[src/rtl/key_cmd_scheduler.sv]
// key_cmd_scheduler
// Turns single-cycle key-press pulses into a FIFO of command codes and issues
// them to game logic through a valid/ready handshake, with an enforced idle
// gap between consecutive issued commands.
//
// Ports
//   clk         system clock, all logic on posedge
//   rst         synchronous active-high reset
//   ev_enter, ev_space, ev_w, ev_a, ev_d
//               key-press pulses (priority enter > space > W > A > D)
//   flush       synchronous clear of all queued commands
//   cmd_valid   head command presented to game logic
//   cmd_code    1 enter, 2 space, 3 W, 4 A, 5 D; 0 while cmd_valid is low
//   cmd_ready   game logic accepts the presented command
//   fifo_count  queued entries, including the one being presented
//   overflow    sticky: at least one key event was lost (cleared by rst only)
module key_cmd_scheduler #(
   parameter int DEPTH      = 4,
   parameter int GAP_CYCLES = 16
) (
   input  logic                     clk,
   input  logic                     rst,
   input  logic                     ev_enter,
   input  logic                     ev_space,
   input  logic                     ev_w,
   input  logic                     ev_a,
   input  logic                     ev_d,
   input  logic                     flush,
   output logic                     cmd_valid,
   output logic [2:0]               cmd_code,
   input  logic                     cmd_ready,
   output logic [$clog2(DEPTH):0]   fifo_count,
   output logic                     overflow
);

   localparam int AW = $clog2(DEPTH);
   localparam int CW = AW + 1;
   localparam int GW = (GAP_CYCLES < 1) ? 1 : $clog2(GAP_CYCLES + 1);

   typedef enum logic [1:0] {IDLE, ISSUE, GAP} state_t;

   state_t          state_reg;
   logic [AW-1:0]   wr_ptr_reg;
   logic [AW-1:0]   rd_ptr_reg;
   logic [CW-1:0]   count_reg;
   logic [GW-1:0]   gap_cnt_reg;
   logic            cmd_valid_reg;
   logic [2:0]      cmd_code_reg;
   logic            overflow_reg;
   logic [2:0]      mem [DEPTH];

   // Event vector, bit 0 is the highest priority.
   logic [4:0]      ev_vec;
   logic [4:0]      shadowed;
   logic            ev_any;
   logic            ev_lost;
   logic [2:0]      ev_code;

   logic            full;
   logic            pop;
   logic            push_ok;
   logic            push_drop;
   logic [AW-1:0]   rd_ptr_inc;

   assign ev_vec = {ev_d, ev_a, ev_w, ev_space, ev_enter};

   // A pulse is shadowed when any higher-priority pulse is asserted with it.
   genvar gi;
   generate
      for (gi = 0; gi < 5; gi++) begin : g_shadow
         if (gi == 0) begin : g_top
            assign shadowed[gi] = 1'b0;
         end else begin : g_low
            assign shadowed[gi] = ev_vec[gi] & (|ev_vec[gi-1:0]);
         end
      end
   endgenerate

   assign ev_any  = |ev_vec;
   assign ev_lost = |shadowed;

   always_comb begin
      ev_code = 3'd0;
      if (ev_enter)      ev_code = 3'd1;
      else if (ev_space) ev_code = 3'd2;
      else if (ev_w)     ev_code = 3'd3;
      else if (ev_a)     ev_code = 3'd4;
      else if (ev_d)     ev_code = 3'd5;
   end

   // cmd_valid_reg is high exactly while in ISSUE, so the handshake is keyed
   // on the state; flush withdraws the command and suppresses the pop.
   assign full       = (count_reg == CW'(DEPTH));
   assign pop        = (state_reg == ISSUE) && cmd_ready && !flush;
   assign push_ok    = ev_any && !flush && (!full || pop);
   assign push_drop  = ev_any && !flush && full && !pop;
   assign rd_ptr_inc = rd_ptr_reg + 1'b1;

   // Storage carries no reset; validity is tracked by the pointers and count.
   always_ff @(posedge clk) begin
      if (!rst && push_ok) begin
         mem[wr_ptr_reg] <= ev_code;
      end
   end

   always_ff @(posedge clk) begin
      if (rst) begin
         state_reg     <= IDLE;
         wr_ptr_reg    <= '0;
         rd_ptr_reg    <= '0;
         count_reg     <= '0;
         gap_cnt_reg   <= '0;
         cmd_valid_reg <= 1'b0;
         cmd_code_reg  <= 3'd0;
         overflow_reg  <= 1'b0;
      end else if (flush) begin
         state_reg     <= IDLE;
         wr_ptr_reg    <= '0;
         rd_ptr_reg    <= '0;
         count_reg     <= '0;
         gap_cnt_reg   <= '0;
         cmd_valid_reg <= 1'b0;
         cmd_code_reg  <= 3'd0;
      end else begin
         if (push_ok) wr_ptr_reg <= wr_ptr_reg + 1'b1;
         if (pop)     rd_ptr_reg <= rd_ptr_inc;
         case ({push_ok, pop})
            2'b10:   count_reg <= count_reg + 1'b1;
            2'b01:   count_reg <= count_reg - 1'b1;
            default: count_reg <= count_reg;
         endcase
         if (ev_lost || push_drop) overflow_reg <= 1'b1;

         case (state_reg)
            IDLE: begin
               if (count_reg != '0) begin
                  state_reg     <= ISSUE;
                  cmd_valid_reg <= 1'b1;
                  cmd_code_reg  <= mem[rd_ptr_reg];
               end
            end
            ISSUE: begin
               if (cmd_ready) begin
                  if (GAP_CYCLES > 0) begin
                     state_reg     <= GAP;
                     gap_cnt_reg   <= GW'(GAP_CYCLES);
                     cmd_valid_reg <= 1'b0;
                     cmd_code_reg  <= 3'd0;
                  end else if (count_reg > CW'(1)) begin
                     // Back-to-back issue: present the entry behind the head.
                     cmd_code_reg  <= mem[rd_ptr_inc];
                  end else begin
                     state_reg     <= IDLE;
                     cmd_valid_reg <= 1'b0;
                     cmd_code_reg  <= 3'd0;
                  end
               end
            end
            GAP: begin
               // Counter holds GAP_CYCLES on the first gap cycle; leaving at
               // value 1 gives exactly GAP_CYCLES idle cycles.
               if (gap_cnt_reg <= GW'(1)) begin
                  gap_cnt_reg <= '0;
                  if (count_reg != '0) begin
                     state_reg     <= ISSUE;
                     cmd_valid_reg <= 1'b1;
                     cmd_code_reg  <= mem[rd_ptr_reg];
                  end else begin
                     state_reg     <= IDLE;
                  end
               end else begin
                  gap_cnt_reg <= gap_cnt_reg - 1'b1;
               end
            end
            default: begin
               state_reg     <= IDLE;
               cmd_valid_reg <= 1'b0;
               cmd_code_reg  <= 3'd0;
            end
         endcase
      end
   end

   assign cmd_valid  = cmd_valid_reg;
   assign cmd_code   = cmd_code_reg;
   assign fifo_count = count_reg;
   assign overflow   = overflow_reg;

endmodule

[config.mk]
export PLATFORM = sky130hd
export DESIGN_NAME = key_cmd_scheduler
export DESIGN_NICKNAME = d
export VERILOG_FILES = /design/src/rtl/key_cmd_scheduler.sv
export SDC_FILE = /design/constraint.sdc
export NUM_CORES = 1
export LEC_CHECK = 0
export ABC_AREA = 0
export BUFFER_PORTS_ARGS = -buffer_cell sky130_fd_sc_hd__buf_2
export CORE_AREA = 2 2 57 54
export DETAILED_ROUTE_END_ITERATION = 12
export DIE_AREA = 0 0 59 56
export PLACE_DENSITY = 0.77
export REMOVE_ABC_BUFFERS = 1
export SYNTH_ARGS = -nofsm -noshare
export SYNTH_HDL_FRONTEND = slang
export SYNTH_SLANG_ARGS = --single-unit
[constraint.sdc]
create_clock -name clk -period 4.9 [get_ports clk]
set_input_delay 0.49 -clock clk [delete_from_list [all_inputs] [get_ports clk]]
set_output_delay 0.49 -clock clk [all_outputs]
set_load 0.03 [all_outputs]
; After elaboration in Yosys (flattened, before gate mapping)
; Memory sizes are Yosys's and may differ from the RTL's. A register that Yosys moved wholly into a read port is not among the register bits.
; Cells that the tools add are included.
; W data, S select, Z words.
[classes]
add_sub_neg = 5
magnitude_cmp = 1
eq_ne = 8
mux = 26
bitwise = 5
n_reduce_logical = 27
[op_table]
columns = cell, n
row1 = $mux W3, 8
row2 = $mux W2, 5
row3 = $mux W5, 2
row4 = $pmux W5 S2, 1
row5 = $pmux W3 S3, 1
row6 = $reduce_or A4 Y1, 2
row7 = $logic_and A1 B1 Y1, 7
row8 = $mux W1, 6
row9 = $ne A2 B2 Y1 const B, 3
row10 = $pmux W2 S3, 1
row11 = $pmux W3 S2, 1
row12 = $reduce_and A2 Y1, 3
row13 = $le A5 B1 Y1 const B, 1
row14 = $reduce_or A5 Y1, 1
row15 = $sub A5 B1 Y5 const B, 1
row16 = $add A2 B1 Y2 const B, 2
row17 = $and A1 B1 Y1, 4
row18 = $eq A2 B1 Y1 const B, 2
row19 = $eq A2 B2 Y1 const B, 2
row20 = $logic_not A1 Y1, 4
row21 = $reduce_bool A2 Y1, 2
row22 = $reduce_or A2 Y1, 2
row23 = $add A3 B1 Y3 const B, 1
row24 = $eq A3 B3 Y1 const B, 1
row25 = other kinds (8), 9
[totals]
reg_bits = 19
ram_bits = 12
in_bits = 9
output_inout_bits = 8
word_cells = 81
n_memories = 1
[memory_table]
columns = name, depth, width, rd, rd_clocked_by_memory_dff, wr, line
row1 = mem, 4, 3, 1, 1, 1, 50  ; logic [2:0] mem [DEPTH];

; Depth between registers and ports, before layout
; Gate-level depths: netlist of run 1.
[logic_depth]
word_depth = 8
depth_mapped = 7
depth_no_buf = 6

; Least setup slack after synthesis of run 1
; Ideal clock, no wire load.
[synth_timing]
path_type = input to register
from = input ev_enter
to = register count_reg[2], in the netlist fifo_count[2]
t_arrival_ns = 2.094
required_ns = 4.814
setup_slack_ns = 2.720
stages = 7
n_path_buf = 1
cell_sequence = or4_1 > clkbuf_2 > nor4_1 > fa_1 > nor4_1 > a21o_1 > a211oi_1
[synth_via]
elab_chain_len = 5
elab_cells_between_ends = 7
[synth_lines]
columns = element, line
row1 = from (decl), 23  ; input logic ev_enter,
row2 = $reduce_or A5 Y1 (*), 79  ; assign ev_any = |ev_vec;
row3 = $logic_and A1 B1 Y1 (*) (2 in a row), 95  ; assign push_ok = ev_any && !flush && (!full || pop);
row4 = $eq A2 B1 Y1 / $eq A2 B2 Y1 (equally long branches), 127  ; case ({push_ok, pop})
row5 = $pmux W3 S2 / $reduce_bool A2 Y1 (equally long branches), --
row6 = to (signal assigned), 128  ; 2'b10: count_reg <= count_reg + 1'b1;
row7 = to (signal assigned), 129  ; 2'b01: count_reg <= count_reg - 1'b1;
row8 = to (signal assigned), 130  ; default: count_reg <= count_reg;
row9 = to (decl), 45  ; logic [CW-1:0] count_reg;
; Every way passes the cells marked *; elsewhere a longest branch is shown, timed or not.
; A chain may end at the register's enable or synchronous reset.

; Worst setup path in the final report of run 1
; Same ends and word-level chain as after synthesis.

==> reports/results.tsv, run 1 <==
stage	metric	value	unit
timing	final worst path period need	2.09	ns
worst_setup_path	Most common cell on crit path	nor4_1	
cells_and_area	Final nets	185	
cells_and_area	post-route insts no fill	200	
worst_setup_path	Worst R2R Path Depth	6	
clock_network	hold_buf cts	0	
cells_and_area	Design Area, Final	1700	um2
grt	initial antenna violation count	0	
power_and_ir_drop	P_leak	0.646	nW
route	first drt pass iteration count	4	
logic_synthesis	post-synthesis xor/xnor area fraction	0.0113	
cells_and_area	layout cells sized above 1	0.176	
clock_network	worst skew pair latency	0.33	ns
logic_synthesis	post-synthesis compound-gate area fraction	0.154	
logic_synthesis	number of flops mapped to enable cells by yosys	12	
route	Via Count	1171	
worst_setup_path	setup slack, reg-to-reg	2.84	ns
floorplanning	Die ar.	3300	um2
power_and_ir_drop	overall power	0.476	mW
worst_setup_path	CP delay by family, top	simple AND/OR/NAND/NOR gates	
logic_synthesis	Most used DFF post-synth	dfxtp_1	
power_and_ir_drop	power per cell area	280	nW/um2
worst_setup_path	crit-path cells	buf_2 > or4_1 > nor4_1 > fa_1 > nor4_1 > a21o_1 > a211oi_1	
timing	slew margin rel.	0.542	
route	DRC	0	
route	DRT Wirelength	2.77	mm
grt	maximum number of pins on one net before global-route repair	18	
place	hpwl dp	2.09	mm
cells_and_area	max reg flops	12	
grt	GRT Overall Usage	0.188	
timing	setup TNS	0	ns
job	Max-cap violations	0	
timing	final worst slack	2.81	ns
logic_synthesis	share of Yosys cell area claimed by the top area cell type	0.271	
cells_and_area	post-layout util	0.640	
cells_and_area	most common cell after layout, fill and taps aside	dfxtp_1	
timing	Clock Skews	0.0131	ns
route	post-DR vias/cell	5.86	
grt	first-pass GRT wire length	4.64	mm
cells_and_area	most frequent cells in the layout	dfxtp_1, buf_2, nor2_1, nand2_1, edfxtp_1	
logic_synthesis	Syn. warnings	0	
logic_synthesis	Post-Syn Area	1550	um2
floorplanning	die height	56	um
logic_synthesis	largest family of logic cells by synthesized area	simple AND/OR/NAND/NOR gates	
place	PortBufs	16	
timing	worst hold slack	0.353	ns
place	Final GP Congestion	0.791	
logic_synthesis	Yosys cell types	40	
logic_synthesis	largest cells by area after synthesis	dfxtp_1, edfxtp_1, ha_1, mux4_2, nor2_1	
worst_setup_path	Worst Setup Start Kind	primary input	
floorplanning	Die W	59	um
timing	fmax	478	MHz
clock_network	CTS clk-pin slew, worst paths	0.09	ns
clock_network	post-cts gate resize count	0	
logic_synthesis	adder-cell area share of the yosys netlist	0.0612	
cells_and_area	Area growth, synth to finish	9.50	%
power_and_ir_drop	worst vdd ir	0.151	mV
route	DRT antenna net count	0	
timing	unrepaired setup endpoints after global routing	false	
place	placed insts	192	
floorplanning	# IOs	17	
cells_and_area	diode count	0	
timing	Final Hold Fails	0	
floorplanning	num rows	18	
clock_network	CTS max path bufs	2	
floorplanning	Starting Density	0.585	
route	Initial DRC Count	37	
timing	max-slew violations	0	
status	status	completed	
clock_network	H-Tree Depth	2	
worst_setup_path	Worst Path Buf+Inv	1	
clock_network	Post-CTS Setup Bufs	0	
worst_setup_path	crit-path max FO	7	
worst_setup_path	Crit-path slowest cell	or4_1	
logic_synthesis	#FFs+latches synth	33	
timing	final period utilization	0.427	
logic_synthesis	fraction of registers with async set/reset	0	
logic_synthesis	multiplexer area fraction after synthesis	0.0564	
logic_synthesis	Seq/Total Area, Yosys	0.502	
worst_setup_path	Crit path arrival time	2.33	ns
place	Post-DP Area	1650	um2
grt	gr ovfl total	0	
route	DR WL/cell	13.8	um
logic_synthesis	Simple-Gate Fraction of Synth Area	0.178	
timing	# setup viols final	0	
clock_network	CTS Buf Count	5	
worst_hold_path	Hold Crit Class	primary input to flop	
worst_setup_path	CP Class	primary input to flop	
worst_hold_path	hold path depth	2	
clock_network	CTS sink cnt	33	
clock_network	Clock Root Buffer	clkbuf_4	
worst_setup_path	WP data required	5.14	ns
floorplanning	Core Area	2660	um2
clock_network	CTS tree	yes	
place	dpl ws	2.47	ns
timing	Slew @ Worst Pin	0.680	ns
worst_setup_path	CP Depth	7	
logic_synthesis	largest area contributor in the netlist	dfxtp_1	
logic_synthesis	Gate Count Post-Synth	151	
grt	vias in the first global route	1083	
worst_setup_path	Worst Setup End Kind	flop	
logic_synthesis	Mapped Avg Cell Area	10.3	um2
worst_setup_path	Max stage delay on crit path	0.65	ns
metal layers:
layer | wire length [um] | vias up | global-route usage
met5 | 0 | - | 0
met1 | 1280 | 559 | 0.237
met3 | 136 | 4 | 0.0605
met4 | 31 | 0 | 0.104
met2 | 1320 | 28 | 0.283
li1 | - | 580 | -
worst register-to-register path, cell delays in order, from the launching register on:
cell and delay [ns]:
dfxtp_1 0.43, nand3b_1 0.36, nor4_1 0.11, fa_1 0.42, nor4_1 0.37, a211oi_1 0.09
a211oi_1 0.20
cells by family (layout without fill, tap and decap cells):
kind of cell    after synthesis  after routing
simple gates                 53             53
compound gates               36             36
flops                        33             33
buf+inv                      15             34
fa+ha+maj                     7              7
mux                           5              5
xor+xnor                      2              2
cells in the mapped netlist (4+ instances only):
| library cell | number |
|---|---|
| dfxtp_1 | 21 |
| ha_1 | 6 |
| clkbuf_1 | 4 |
| o21ai_0 | 4 |
| and2_1 | 4 |
| inv_1 | 10 |
| nor2_1 | 15 |
| a21oi_1 | 10 |
| a211oi_1 | 4 |
| nand2_1 | 12 |
| edfxtp_1 | 12 |
area by class of cell:
type | count | area (um2)
repair buffers | 16 | 80.1
well taps | 30 | 37.5
flip-flops and latches | 33 | 781
clock buffers | 5 | 37.5
inverters | 10 | 37.5
multi-input cells | 103 | 716
fillers | 239 | 956
clock inverters | 3 | 12.5
final timing paths:
kind	startpoint	to
setup / recovery	ev_enter	fifo_count[2]
hold / removal	rst	overflow
setup reg to reg	state_reg[1]	fifo_count[2]
hold reg to reg	cmd_valid	cmd_valid
power by group:
part	total (mW)	internal, mW	switching [mW]	leakage [nW]
Clock	0.140	0.0518	0.0885	0.0300
Combinational	0.0411	0.0143	0.0267	0.338
Sequential	0.294	0.290	0.00469	0.278
Note: power is estimated with default switching activity, not from simulation.
==> run 2, diff against run 1 <==
--- a/config.mk
+++ b/config.mk
@@ -7,10 +7,10 @@
 export LEC_CHECK = 0
 export ABC_AREA = 0
 export BUFFER_PORTS_ARGS = -buffer_cell sky130_fd_sc_hd__buf_2
-export CORE_AREA = 2 2 57 54
+export CORE_AREA = 2 2 59 55
 export DETAILED_ROUTE_END_ITERATION = 12
-export DIE_AREA = 0 0 59 56
-export PLACE_DENSITY = 0.77
+export DIE_AREA = 0 0 61 57
+export PLACE_DENSITY = 0.73
 export REMOVE_ABC_BUFFERS = 1
 export SYNTH_ARGS = -nofsm -noshare
 export SYNTH_HDL_FRONTEND = slang
==> constraint.sdc (replaced) <==
create_clock -name clk -period 2 [get_ports clk]
set_input_delay 0.2 -clock clk [delete_from_list [all_inputs] [get_ports clk]]
set_output_delay 0.2 -clock clk [all_outputs]
set_load 0.03 [all_outputs]
==> run 2 against run 1 <==
Wire length is 2.7% lower. Critical path depth shrank 1. Via count rose by 0.94%. Largest power group unchanged.
==> reports/results.tsv, run 2 (synthesis results as in run 1) <==
stage	metric	value	unit	change
clock_network	CTS clk-pin slew, worst paths	0.10	ns	about the same
floorplanning	die height	57	um	+1.8%
clock_network	worst skew pair latency	0.32	ns	about the same
timing	unrepaired setup endpoints after global routing	false		
timing	Slew @ Worst Pin	0.604	ns	-0.0765 ns
grt	vias in the first global route	1133		+4.6%
power_and_ir_drop	worst vdd ir	0.383	mV	+150%
route	post-DR vias/cell	5.40		-7.8%
clock_network	Clock Root Buffer	clkbuf_4		
floorplanning	Starting Density	0.531		-0.0533
floorplanning	Die ar.	3480	um2	+5.2%
floorplanning	# IOs	17		unchanged
grt	first-pass GRT wire length	4.80	mm	+3.6%
grt	initial antenna violation count	0		unchanged
route	DRC	0		unchanged
cells_and_area	fillcell total	256		+7.1%
clock_network	H-Tree Depth	2		unchanged
worst_setup_path	WP data required	2.24	ns	-2.90 ns
timing	slew margin rel.	0.594		+0.0515
cells_and_area	post-route insts no fill	219		+9.5%
grt	maximum number of pins on one net before global-route repair	17		-1
status	status	completed		
cells_and_area	diode count	0		unchanged
timing	# setup viols final	0		unchanged
route	DR WL/cell	12.3	um	-11%
timing	worst hold slack	0.0549	ns	-0.298 ns
clock_network	hold_buf cts	0		unchanged
timing	Final Hold Fails	0		unchanged
route	Initial DRC Count	60		+62%
route	DRT Wirelength	2.69	mm	-2.7%
job	Max-cap violations	0		unchanged
worst_setup_path	Crit path arrival time	2.02	ns	-0.31 ns
cells_and_area	most frequent cells in the layout	dfxtp_1, buf_2, nor2_1, nand2_1, edfxtp_1		
clock_network	CTS max path bufs	2		unchanged
clock_network	CTS sink cnt	33		unchanged
route	Via Count	1182		+0.94%
grt	GRT Overall Usage	0.185		-0.00281
route	DRT antenna net count	0		unchanged
cells_and_area	register area	781	um2	unchanged
cells_and_area	Area growth, synth to finish	15.9	%	
clock_network	CTS Buf Count	5		unchanged
cells_and_area	area of the multi-input gates	722	um2	+0.87%
clock_network	CTS tree	yes		
cells_and_area	max reg flops	12		unchanged
worst_setup_path	CP Class	flop to flop		
timing	max-slew violations	0		unchanged
floorplanning	Die W	61	um	+3.4%
place	placed insts	211		+9.9%
worst_hold_path	Hold Crit Class	primary input to flop		
floorplanning	num rows	19		+1
power_and_ir_drop	power per cell area	719	nW/um2	+160%
floorplanning	Core Area	2920	um2	+10%
worst_setup_path	Worst Setup End Kind	flop		
grt	gr ovfl total	0		unchanged
timing	final period utilization	0.890		
cells_and_area	most common cell after layout, fill and taps aside	dfxtp_1		
timing	Clock Skews	0.00626	ns	-0.00687 ns
place	Final GP Congestion	0.807		+2.0%
worst_setup_path	Worst Setup Start Kind	flop		
place	hpwl dp	2.04	mm	-2.3%
cells_and_area	post-layout util	0.616		-0.0246
timing	final worst path period need	1.78	ns	
route	first drt pass iteration count	4		unchanged
worst_setup_path	crit-path max FO	7		unchanged
power_and_ir_drop	P_leak	0.688	nW	+6.5%
timing	fmax	562	MHz	
cells_and_area	layout cells sized above 1	0.215		+0.0382
place	PortBufs	16		unchanged
cells_and_area	Final nets	192		+3.8%
timing	setup TNS	0	ns	unchanged
power_and_ir_drop	overall power	1.29	mW	+170%
## run 2: cell count changes in the layout (fill, tap and decap cells not counted)
cell	before	now
clkbuf_1	0	1
nor4_2	0	1
clkinv_1	2	1
nor4_1	3	2
buf_4	0	7
bufinv_16	0	1
clkinv_2	1	0
## run 2: final timing paths
path,cells past startpoint,endpoint,slack (ns),from
setup / recovery,6,fifo_count[2],0.22,state_reg[1]
hold / removal,2,overflow,0.05,rst
setup reg to reg,6,fifo_count[2],0.22,state_reg[1]
hold reg to reg,2,cmd_valid,0.46,cmd_valid
## run 2: routing by layer
metal	vias up	global-route usage	wire [um]
met2	32	0.284	1280
met4	0	0.0870	33
met5	-	0	0
met3	4	0.0408	146
li1	598	-	-
met1	548	0.249	1230
## run 2: timing repair
| action | in CTS | in global routing |
|---|---|---|
| endpoints found under the setup margin | 0 | 1 |
| setup buffers | 0 | 0 |
| resized for setup | 0 | 1 |
## run 2: metrics by stage
stage / instance area (um2) / worst slack [ns]
floorplan: 1530 / 0.123
global placement: 1720 / 0.0497
detailed placement: 1720 / -0.00958
CTS: 1790 / 0.137
global route: 1800 / 0.0586
finish: 1800 / 0.220
## run 2: layout make-up
cell class,instances,share of cell area
clock buffers,6,0.0229
clock inverters,2,0.0188
inverters,10,0.0208
multi-input cells,103,0.401
flip-flops and latches,33,0.434
well taps,42,0.0292
repair buffers,23,0.0737
## run 2: where the power goes
part           total, mW  internal (mW)  switching, mW
Clock              0.467          0.260          0.207
Sequential         0.720          0.710         0.0107
Combinational      0.107         0.0406         0.0665
Total               1.29           1.01          0.284
## run 2: critical path, stage by stage (launching register included)
cell and delay, ns:
dfxtp_1 0.42, nand3b_1 0.18, nor4_1 0.07, fa_1 0.42, nor4_2 0.32, a211oi_1 0.09, a211oi_1 0.21
